==> config.mk <==
export PLATFORM = sky130hd
export DESIGN_NAME = sum_serial_flat
export DESIGN_NICKNAME = d
export VERILOG_FILES = /design/src/rtl/sum_serial_if.sv /design/src/rtl/sum_serial.sv /design/src/flat_wrapper.sv
export SDC_FILE = /design/constraint.sdc
export NUM_CORES = 1
export LEC_CHECK = 0
export CORE_UTILIZATION = 52
export CTS_BUF_LIST = sky130_fd_sc_hd__clkbuf_4 sky130_fd_sc_hd__clkbuf_8
export CTS_CLUSTER_SIZE = 12
export DETAILED_ROUTE_END_ITERATION = 8
export PLACE_DENSITY_LB_ADDON = 0.1
export SLEW_MARGIN = 10
export SYNTH_ARGS = -nofsm -noshare
export SYNTH_HDL_FRONTEND = slang
export SYNTH_SLANG_ARGS = --single-unit
==> constraint.sdc <==
create_clock -name clk -period 1.55 [get_ports clk]
set_input_delay 0.31 -clock clk [delete_from_list [all_inputs] [get_ports clk]]
set_output_delay 0.31 -clock clk [all_outputs]
set_load 0.05 [all_outputs]
==> src/rtl/sum_serial_if.sv <==
// sum_serial_if: request/response bundle for the bit-serial adder.
//   start   : load A/B/Ci and begin an addition
//   A, B    : WIDTH-bit operands, sampled on the accepted start edge
//   Ci      : carry-in, sampled with A/B
//   busy    : addition in progress
//   done    : one-cycle pulse, S/Cout just became valid
//   S, Cout : result and carry-out, held until the next completion
//   V       : signed overflow, present only with SUM_SERIAL_OVF_EN
// Modports: master drives requests, slave is the adder.
interface sum_serial_if #(
  parameter int WIDTH = 8
);
  logic             start;
  logic [WIDTH-1:0] A;
  logic [WIDTH-1:0] B;
  logic             Ci;
  logic             busy;
  logic             done;
  logic [WIDTH-1:0] S;
  logic             Cout;
`ifdef SUM_SERIAL_OVF_EN
  logic             V;

  modport master (output start, A, B, Ci, input busy, done, S, Cout, V);
  modport slave  (input start, A, B, Ci, output busy, done, S, Cout, V);
`else
  modport master (output start, A, B, Ci, input busy, done, S, Cout);
  modport slave  (input start, A, B, Ci, output busy, done, S, Cout);
`endif
endinterface

==> src/rtl/sum_serial.sv <==
// sum_serial: bit-serial WIDTH-bit ripple adder. One full-adder evaluation
// per clock, LSB first, with the carry kept in a register between bits.
// Operands load in parallel on start; the result is presented in parallel
// together with a single-cycle done pulse.
//
// Ports:
//   clk : rising-edge clock
//   rst : synchronous, active-high reset (beats start on the same edge)
//   bus : sum_serial_if.slave (start/A/B/Ci in, busy/done/S/Cout[/V] out)
//
// Optional feature macro: SUM_SERIAL_OVF_EN adds V, the signed two's-
// complement overflow (carry into MSB xor carry out of MSB), captured and
// held with S/Cout. Without the macro neither the port nor its flop exist.
//
// Timing: the start edge moves IDLE/DONE -> RUN. RUN consumes WIDTH edges,
// one bit each; the edge that handles bit WIDTH-1 publishes S/Cout and moves
// to DONE. DONE lasts one cycle and can itself accept a new start, so
// back-to-back additions complete every WIDTH+1 cycles.
module sum_serial #(
  parameter int WIDTH = 8
) (
  input  logic        clk,
  input  logic        rst,
  sum_serial_if.slave bus
);

  localparam int CW = (WIDTH > 1) ? $clog2(WIDTH) : 1;
  localparam logic [CW-1:0] LAST = CW'(WIDTH - 1);

  typedef enum logic [1:0] {
    IDLE = 2'b00,
    RUN  = 2'b01,
    DONE = 2'b10
  } state_t;

  // Single full-adder cell, returned as {carry_out, sum}.
  function automatic logic [1:0] fa(input logic a, input logic b, input logic ci);
    logic s, co;
    s  = a ^ b ^ ci;
    co = (a & b) | (ci & (a ^ b));
    return {co, s};
  endfunction

  state_t           state_q, state_d;
  logic [WIDTH-1:0] a_q, b_q;     // operand shift registers, consumed LSB first
  logic [WIDTH-1:0] res_q;        // result shift register, filled from the MSB
  logic             carry_q;      // carry into the bit being processed
  logic [CW-1:0]    cnt_q;        // index of the bit being processed
  logic [WIDTH-1:0] s_q;
  logic             cout_q;
`ifdef SUM_SERIAL_OVF_EN
  logic             v_q;
`endif

  logic             load, step, last;
  logic             s_bit, c_out;
  logic [WIDTH-1:0] res_next;

  // A new request is taken only when no addition is in flight; DONE counts
  // as free so there is no bubble between consecutive additions.
  assign load = bus.start & ((state_q == IDLE) | (state_q == DONE));
  assign step = (state_q == RUN);
  assign last = step & (cnt_q == LAST);

  assign {c_out, s_bit} = fa(a_q[0], b_q[0], carry_q);
  assign res_next       = {s_bit, res_q[WIDTH-1:1]};

  // ---------------------------------------------------------------- FSM
  always_ff @(posedge clk) begin
    if (rst) state_q <= IDLE;
    else     state_q <= state_d;
  end

  always_comb begin
    state_d = state_q;
    unique case (state_q)
      IDLE:    state_d = bus.start ? RUN : IDLE;
      RUN:     state_d = (cnt_q == LAST) ? DONE : RUN;
      DONE:    state_d = bus.start ? RUN : IDLE;
      default: state_d = IDLE;
    endcase
  end

  // ----------------------------------------------------------- datapath
  always_ff @(posedge clk) begin
    if (rst) begin
      a_q     <= '0;
      b_q     <= '0;
      res_q   <= '0;
      carry_q <= 1'b0;
      cnt_q   <= '0;
      s_q     <= '0;
      cout_q  <= 1'b0;
`ifdef SUM_SERIAL_OVF_EN
      v_q     <= 1'b0;
`endif
    end else if (load) begin
      a_q     <= bus.A;
      b_q     <= bus.B;
      res_q   <= '0;
      carry_q <= bus.Ci;
      cnt_q   <= '0;
    end else if (step) begin
      a_q     <= a_q >> 1;
      b_q     <= b_q >> 1;
      res_q   <= res_next;
      carry_q <= c_out;
      cnt_q   <= cnt_q + 1'b1;
      // Outputs update only here, so they never expose a partial sum.
      if (last) begin
        s_q    <= res_next;
        cout_q <= c_out;
`ifdef SUM_SERIAL_OVF_EN
        // carry_q is the carry into the MSB on this final bit.
        v_q    <= carry_q ^ c_out;
`endif
      end
    end
  end

  assign bus.busy = (state_q == RUN);
  assign bus.done = (state_q == DONE);
  assign bus.S    = s_q;
  assign bus.Cout = cout_q;
`ifdef SUM_SERIAL_OVF_EN
  assign bus.V    = v_q;
`endif

endmodule
==> src/flat_wrapper.sv <==
// flat-port wrapper written by rule: the top's interface ports become plain ports
module sum_serial_flat 
#(
  parameter int WIDTH = 8
)
  (clk, rst, bus_start, bus_A, bus_B, bus_Ci, bus_busy, bus_done, bus_S, bus_Cout);
  sum_serial_if #(.WIDTH(WIDTH)) bus_i ();
  input  logic clk;
  input  logic rst;
  input wire logic [$bits(bus_i.start)-1:0] bus_start;
  input wire logic [$bits(bus_i.A)-1:0] bus_A;
  input wire logic [$bits(bus_i.B)-1:0] bus_B;
  input wire logic [$bits(bus_i.Ci)-1:0] bus_Ci;
  output wire logic [$bits(bus_i.busy)-1:0] bus_busy;
  output wire logic [$bits(bus_i.done)-1:0] bus_done;
  output wire logic [$bits(bus_i.S)-1:0] bus_S;
  output wire logic [$bits(bus_i.Cout)-1:0] bus_Cout;
  assign bus_i.start = bus_start;
  assign bus_i.A = bus_A;
  assign bus_i.B = bus_B;
  assign bus_i.Ci = bus_Ci;
  assign bus_busy = bus_i.busy;
  assign bus_done = bus_i.done;
  assign bus_S = bus_i.S;
  assign bus_Cout = bus_i.Cout;
  sum_serial #(.WIDTH(WIDTH)) u_core (.clk(clk), .rst(rst), .bus(bus_i));
endmodule
Yosys cells after proc, flatten, opt, wreduce, memory -nomap -nowiden
Cells that the tools add are included.
{ "word_totals": {"reg_bits": 39, "input_bits": 20, "output_inout_bits": 11, "elab_cells": 35} }
{ "classes": {"addsub": 1, "eq_ne": 3, "muxes": 9, "n_bitwise": 9, "reduce_logical": 5} }
{ "ops": {"columns": ["op", "n"], "rows": [
  ["$mux W8", 4],
  ["$and A1 B1 Y1", 4],
  ["$pmux W2 S2", 1],
  ["$reduce_or A2 Y1", 2],
  ["$add A3 B1 Y3 const B", 1],
  ["$eq A3 B3 Y1 const B", 1],
  ["$mux W1", 3],
  ["$reduce_and A3 Y1", 1],
  ["$eq A2 B1 Y1 const B", 1],
  ["$eq A2 B2 Y1 const B", 1],
  ["$logic_not A2 Y1", 1],
  ["$mux W2", 1],
  ["$or A1 B1 Y1", 2],
  ["$reduce_bool A2 Y1", 1],
  ["$xor A1 B1 Y1", 2],
  ["$not A1 Y1", 1]
]} }

Depth between registers and ports, before layout
Gate-level depths: netlist (run 1).
{ "logic_depth": {"ltp_word": 5, "mapped_depth": 6} }

Worst setup path before layout (run 1)
No wires, ideal clock.
{ "synth_timing": {"path_type": "register to output", "start": "register u_core.state_q[1]", "end": "output bus_done", "t_arrival_ps": 1023, "required_time_ps": 1240, "path_slack_ps": 217, "stages_incl_launch_ff": 2, "cell_sequence": "dfxtp_1 > nor2b_1"} }
{ "synth_via": {"elab_chain_cells": 1} }
{ "synth_rtl": {"columns": ["element", "line_no", "rtl"], "rows": [
  ["start, declared", "sum_serial.sv:44", "state_t state_q, state_d;"],
  ["start signal, assigned", "sum_serial.sv:71", "else state_q <= state_d;"],
  ["$eq A2 B2 Y1", "sum_serial.sv:122", "assign bus.done = (state_q == DONE);"],
  ["end, declared", "flat_wrapper.sv:15", "output wire logic [$bits(bus_i.done)-1:0] bus_done;"]
]} }
No other way between the ends.

Worst setup path in the final report (run 1)
{ "layout_timing": {"start": "register u_core.state_q[1]", "end": "output bus_busy"} }
{ "layout_via": {"elab_chain_cells": 1} }
{ "layout_rtl": {"columns": ["element", "line_no", "rtl"], "rows": [
  ["$eq A2 B1 Y1", "sum_serial.sv:121", "assign bus.busy = (state_q == RUN);"],
  ["end, declared", "flat_wrapper.sv:14", "output wire logic [$bits(bus_i.busy)-1:0] bus_busy;"]
]} }
No other way between the ends.

==> results of run 1 <==
metal layers:
| metal | global-route usage, % | share of wire (%) | vias up |
|---|---|---|---|
| met4 | 10.10 | 1.9 | 0 |
| met2 | 34.77 | 48 | 37 |
| met1 | 29.62 | 45 | 606 |
| met5 | 0 | 0 | - |
| li1 | - | - | 680 |
| met3 | 4.884 | 5.0 | 8 |
state kept, by name (all words and copies together) (netlist names):
register,flops
u_core.state_q,2
u_core.bus.Cout,1
u_core.carry_q,1
u_core.cnt_q,3
u_core.bus.S,8
u_core.res_q,7
u_core.a_q,8
u_core.b_q,8
final cells by class:
type,count,share of cell area [%]
clock inverters,1,0.2519
inverters,1,1.511
well taps,31,1.952
flip-flops and latches,38,38.41
multi-input cells,123,32.81
repair buffers,41,21.66
repair inverters,1,0.4408
clock buffers,7,2.960
worst min-delay path by stage:
| stage | from | to |
|---|---|---|
| after floorplan | u_core.res_q[1] | u_core.res_q[1] |
| after global placement | u_core.bus.S[6] | u_core.bus.S[6] |
| after detailed placement | u_core.res_q[1] | u_core.res_q[1] |
| after CTS | u_core.bus.S[7] | u_core.bus.S[7] |
| after global routing | u_core.bus.S[7] | u_core.bus.S[7] |
| final | u_core.bus.S[1] | u_core.bus.S[1] |
critical path, delay by kind of cell, from the launching register on:
family | cells | cell delay, ns
flops | 1 | 0.35
buf+inv | 2 | 0.32
simple gates | 1 | 0.16
cells by family after synthesis:
family | after synthesis | share of synthesized area (%)
AND/OR/NAND/NOR | 81 | 23.76
flip-flops | 38 | 50.33
AO/OA/AOI/OAI | 37 | 14.65
buffers and inverters | 15 | 7.036
adder cells (fa/ha/maj) | 3 | 2.980
XOR/XNOR | 1 | 0.5796
multiplexers | 1 | 0.6623
placed cells by master (no fill, tap or decap):
master | Yosys | layout
a21oi_1 | 21 | 21
a22oi_1 | 2 | 2
a311oi_1 | 5 | 5
buf_12 | 0 | 6
buf_4 | 3 | 16
bufinv_16 | 0 | 1
clkbuf_4 | 0 | 6
clkbuf_8 | 0 | 1
clkdlybuf4s50_1 | 0 | 19
clkinv_2 | 0 | 1
dfxtp_1 | 38 | 36
dfxtp_2 | 0 | 2
fa_1 | 1 | 1
ha_1 | 2 | 2
inv_6 | 1 | 1
mux2i_1 | 1 | 1
nand2_1 | 38 | 38
nand2b_1 | 2 | 1
nand2b_2 | 1 | 1
nand2b_4 | 0 | 1
nand3_1 | 12 | 12
nand3b_1 | 1 | 1
nor2_1 | 8 | 8
nor2b_1 | 2 | 2
nor3_1 | 17 | 17
o21a_1 | 1 | 1
o22ai_1 | 8 | 8
xnor2_1 | 1 | 1
report_power, final:
group / total [W] / internal, W / switching [W]
clock: 0.000555 / 0.000238 / 0.000318
sequential: 0.00105 / 0.00102 / 0.0000279
combinational: 0.000287 / 0.000147 / 0.000141
metrics by stage:
stage | total power [W] | hold WS, ns
final | 0.001894 | 0.4637
after detailed placement | 0.001336 | 0.4476
after global placement | 0.001328 | 0.4453
after floorplan | 0.001249 | 0.4366
after global routing | 0.001978 | 0.4847
after CTS | 0.001906 | 0.4667
timing repair:
item                                    4_1_cts  5_1_grt
pin swaps                                     0        0
endpoints found under the setup margin        1        1
setup buffers                                 1        0
hold buffers                                  0        0
gates resized for setup                       5        1
cloned                                        1        0
==> results.md, run 1 <==
* Post-route cell area at roughly 2000 µm²
* Io pins at 31
* Number of buffers added on ports at 30
* DRT iter0 DRCs at 54
* Crit path from: u_core.state_q[1]
* Worst endpoint data arrival time at ~1.2 ns
* RSZ-0062 raised after global routing: no
* Worst R2R End: u_core.bus.S[6]
* Drt pass-1 iters at 4
* Seq/Total Area, Yosys at between 50 and 60%
* #FFs+latches synth at 38
* Crit-path cells: nand2b_4 -> bufinv_16 -> buf_12
* Leak pwr at about 0.73 nW
* Status: complete, no violations
* R2r startpoint: u_core.cnt_q[0]
* Top_reg_cell synth: dfxtp_1
* Max-slew violations at 0
* Hold path depth at 2
* Final cycle utilization of the critical path at 95.25%
* CP Class: reg -> out
* Syn nets at approximately 200
* Synth Instances at 176
* Cells after DPL at 233
* Worst skew pair latency at 0.34 ns
* Gr usage total at around 22%
* Core area at ~2800 µm²
* Register area at 763.2 µm²
* R2R cell count at 5
* Die height at 55.92 µm
* Multi-input gate area at between 600 and 700 µm²
* Crit path max fanout at 3
* Nets at between 200 and 250
* Vias/cell at 5.477
* Detailed-route wire length at 3159 µm
* Share of layout cells above drive strength 1 at 16.98%
* Root Buffer: clkbuf_4
* Max incr delay on CP at 0.35 ns
* Hold Vio Cnt, Final at 0
* GRT overflow at 0
* Syn. warnings at 0
* Top cells by area, synth: dfxtp_1 50%, nand2_1 9.4%, a21oi_1 7.0%
* Worst-case clock buffer depth at 2
* R2R Setup Slk at 0.17 ns
* Fillers at 216
* Post-synth ARST share at 0%
* Drc violations at 0
* Setup TNS at 0 ns
* Cell taking the most area after synthesis: dfxtp_1
* DP Worst Slack at 0.0008505 ns
* Final setup violation count at 0
* Post-Syn Area per Cell at between 8 and 9 µm²
* Crit path to: bus_busy
* PD cells at 953.1 nW/µm²
* Tightest Hold Check Type: reg -> reg
* DP Wirelength at 2056 µm
* Rel. slew slack at 72.17%
* Critical-path top delay cell: dfxtp_2
* Row count at 19
* Worst EP required at around 1.2 ns
* Clock transition at path regs at approximately 0.11 ns
* Fmax at ~680 MHz
* Critical Path Start Type: flop
* Antenna viol nets, final at 0
* Tmin final at approximately 1.5 ns
* Routability Congestion at 0.7562
* Initial Util at 54.81%
* Top-area cell type share of the netlist area at 50.33%
* Final worst setup slack at 0.07358 ns
* Routed wire length per instance at 13.00 µm
* Finished Core Util at 72.05%
* Clock Skews at ~0.01 ns
* Inserted Diodes at 0
* Largest net degree at the start of global routing at 27
* Post-synth EDFFs at 0
* Vias in the first global route at 1245
* Peak VDD IR at 0.0008866 V
* Element type at the critical path end: output port
* Initial antenna violation count at 0
* Post-synth top cells: 38 x dfxtp_1, 38 x nand2_1, 21 x a21oi_1
* # clock sinks at 38
* Placed inst area at 1876 µm²
* Slew of the pin with the lowest slew margin at 0.4162 ns
* CTS buffer count at 5
* TritonCTS clock tree: done
* Die area at 3126 µm²
* DR vias at ~1300
* H-tree depth reported by CTS at 2
* First-pass GRT wire length at 5388 µm
* Final std cells w/o fill at 243
* Max-cap viol count at 0
* Area grow syn2layout at 31.46%
* Number of distinct library cells after synthesis at 24
* Die W at 55.92 µm
* Synthesized cell area at 1511 µm²
(Power assumes the default switching activity.)
==> run 2: changes to the inputs <==
Settings changed: CAP_MARGIN set to 20.
==> results of run 2 <==
Final layout, timing and power as in run 1 (identical DEF).
==> run 3: changes to the inputs <==
Settings changed: CELL_PAD_IN_SITES_DETAIL_PLACEMENT set to 2, CELL_PAD_IN_SITES_GLOBAL_PLACEMENT set to 2, CORE_UTILIZATION 52 to 31.
==> run 3 against run 2 <==
Register-to-register slack about the same; first-iteration DRC count fell by 15%; critical path type unchanged; highest routed layer unchanged; clock-buffer cell count down 1; flip-flop and latch count unchanged; critical path depth is the same; global-route usage shrank 4.0 points; sequential share of layout area is 2.1 points lower; wire length grew 32%; cell count rose by 7.8%.
==> results.md, run 3 (same netlist as run 1, synthesis figures left out) <==
* Max-slew violations at 0 (unchanged)
* Max incr delay on CP at 0.32 ns (was 0.35 ns)
* Peak VDD IR at 0.0003311 V (was 0.0008866 V)
* Initial Util at 32.21% (was 54.81%)
* Commonest non-fill, non-tap cells in the layout: 38 x nand2_1, 37 x dfxtp_1, 21 x a21oi_1, 19 x clkdlybuf4s50_1, 17 x nor3_1 (was 38 x nand2_1, 36 x dfxtp_1, 21 x a21oi_1, 19 x clkdlybuf4s50_1, 17 x nor3_1)
* Die height at 71.83 µm (was 55.92 µm)
* Slew of the pin with the lowest slew margin at 0.3095 ns (was 0.4162 ns)
* Commonest non-fill, non-tap cell in the layout: nand2_1 (unchanged)
* H-tree depth reported by CTS at 2 (unchanged)
* Detailed-route wire length at 4160 µm (was 3159 µm)
* Sw Ratio at 25.13% (was 25.68%)
* First-pass GRT wire length at 7238 µm (was 5388 µm)
* Net Sw Power at 0.0005091 W (was 0.0004863 W)
* Fmax at 670.5 MHz (was 677.3 MHz)
* Register area at 762.0 µm² (was 763.2 µm²)
* DR vias at 1392 (was 1331)
* Vias in the first global route at 1487 (was 1245)
* Tightest Hold Check Type: reg -> reg (unchanged)
* Finished Core Util at 44.77% (was 72.05%)
* Largest net degree at the start of global routing at 29 (was 27)
* Worst R2R End: u_core.a_q[6] (was u_core.bus.S[6])
* # clock sinks at 38 (unchanged)
* Status: complete, no violations (unchanged)
* Critical-path top delay cell: dfxtp_1 (was dfxtp_2)
* CTS buffer count at 5 (unchanged)
* Hold endpoint: u_core.res_q[1] (was u_core.bus.S[1])
* # hold bufs at CTS at 0 (unchanged)
* Worst path bufs/invs at 2 (unchanged)
* Clock Skews at 0.003624 ns (was 0.01002 ns)
* Clock share of power at 33.1% (was 29.3%)
* Number of buffers added on ports at 30 (unchanged)
* Worst-case clock buffer depth at 2 (unchanged)
* Crit path max fanout at 3 (unchanged)
* Crit-path cells: nand2b_2 -> bufinv_16 -> buf_12 (was nand2b_4 -> bufinv_16 -> buf_12)
* Final setup violation count at 0 (unchanged)
* Final worst setup slack at 0.05856 ns (was 0.07358 ns)
* R2r startpoint: u_core.state_q[1] (was u_core.cnt_q[0])
* Element type at the critical path end: output port (unchanged)
* Drt pass-1 iters at 4 (unchanged)
* Hold Vio Cnt, Final at 0 (unchanged)
* RSZ-0062 raised after global routing: no (unchanged)
* Worst skew pair latency at 0.28 ns (was 0.34 ns)
* Max-cap viol count at 0 (unchanged)
* CP Class: reg -> out (unchanged)
* Antenna viol nets, final at 0 (unchanged)
* Rel. slew slack at 79.36% (was 72.17%)
* R2R cell count at 5 (unchanged)
* Io pins at 31 (unchanged)
* Setup TNS at 0 ns (unchanged)
* Combinational cell fraction of total power at 14.9% (was 15.2%)
* Initial antenna violation count at 0 (unchanged)
* DP Wirelength at 2695 µm (was 2056 µm)
* Leak pwr at 0.7509 nW (was 0.7344 nW)
* Reg power frac at 52.0% (was 55.5%)
* Multi-input gate area at 646.9 µm² (was 651.9 µm²)
* Die area at 5159 µm² (was 3126 µm²)
* Core area at 4692 µm² (was 2758 µm²)
* Internal power at 0.001517 W (was 0.001407 W)
* GRT overflow at 0 (unchanged)
* Row count at 25 (was 19)
* Hold path depth at 2 (unchanged)
* Routed wire length per instance at 15.88 µm (was 13.00 µm)
* Drc violations at 0 (unchanged)
* TritonCTS clock tree: done (unchanged)
* Gr usage total at 18.25% (was 22.24%)
* Final cycle utilization of the critical path at 96.22% (was 95.25%)
* Tmin final at 1.491 ns (was 1.476 ns)
* Inserted Diodes at 0 (unchanged)
* R2R Setup Slk at 0.16 ns (was 0.17 ns)
* Die W at 71.83 µm (was 55.92 µm)
* Area grow syn2layout at 38.99% (was 31.46%)
* PD cells at 964.3 nW/µm² (was 953.1 nW/µm²)
* Worst endpoint data arrival time at 1.18 ns (was 1.17 ns)
* Nets at 232 (was 234)
* Fillers at 509 (was 216)
* Largest delay share family, worst path: buffers and inverters (was flip-flops)
* Share of layout cells above drive strength 1 at 14.90% (was 16.98%)
* Clock transition at path regs at 0.07 ns (was 0.11 ns)
* Vias/cell at 5.313 (was 5.477)
* DP Worst Slack at -0.03123 ns (was 0.0008505 ns)
* Worst EP required at 1.24 ns (about the same)
* Min Hold Slack at 0.4638 ns (was 0.4637 ns)
* Critical Path Start Type: flop (unchanged)
* Root Buffer: clkbuf_8 (was clkbuf_4)
* DRT iter0 DRCs at 46 (was 54)
* Hold_sp: u_core.res_q[1] (was u_core.bus.S[1])
* Routability Congestion at 0.6613 (was 0.7562)
run 3: layer usage:
| layer | up-vias | share of wire (%) | GRT usage, % |
|---|---|---|---|
| li1 | 671 | - | - |
| met1 | 690 | 43 | 22.08 |
| met2 | 26 | 53 | 32.29 |
| met3 | 5 | 3.1 | 3.797 |
| met4 | 0 | 0.96 | 5.882 |
| met5 | - | 0 | 0 |
run 3: cell type report:
cell class              count  share of cell area [%]
flip-flops and latches     38                   36.27
inverters                   1                   1.429
clock buffers               6                   3.931
multi-input cells         123                   30.79
repair buffers             39                   23.94
well taps                  54                   3.216
repair inverters            1                  0.4169
run 3: metrics by stage:
| step | instances | area [µm²] | power, W |
|---|---|---|---|
| after global routing | 262 | 2101 | 0.002133 |
| final | 262 | 2101 | 0.002026 |
| after floorplan | 176 | 1511 | 0.001249 |
| after detailed placement | 252 | 1962 | 0.001355 |
| after CTS | 261 | 2093 | 0.002056 |
| after global placement | 252 | 1962 | 0.001339 |
run 3: power by group through the flow:
stage | clock network [W] | registers, W | logic, W
5_1_grt | 0.000739 | 0.00106 | 0.000336
6_report | 0.000671 | 0.00105 | 0.000302
2_1_floorplan | 0 | 0.00107 | 0.000183
3_3_place_gp | 0 | 0.00107 | 0.000268
4_1_cts | 0.000695 | 0.00105 | 0.000308
3_5_place_dp | 0 | 0.00107 | 0.000281
run 3: worst max path at each step:
stage	cells after the start	end	start	slack [ns]
floorplan	1	bus_done	u_core.state_q[1]	0.22
global placement	5	u_core.a_q[7]	bus_start	0.005
detailed placement	5	u_core.a_q[7]	bus_start	-0.03
CTS	3	bus_busy	u_core.state_q[1]	0.04
global route	3	bus_busy	u_core.state_q[1]	0.01
finish	3	bus_busy	u_core.state_q[1]	0.06
run 3: tightest hold or removal path: cells and delay by family (launching register included):
kind / cells / cell delay [ns]
AO/OA/AOI/OAI: 1 / 0.05
flip-flops: 1 / 0.31
AND/OR/NAND/NOR: 1 / 0.06
run 3: timing repair:
action                     CTS  global route
setup buffers                2             1
pin swaps                    0             0
gates resized for setup      4             0
setup endpoints to repair    1             1
hold endpoints to repair     0             0
cloned                       1             0
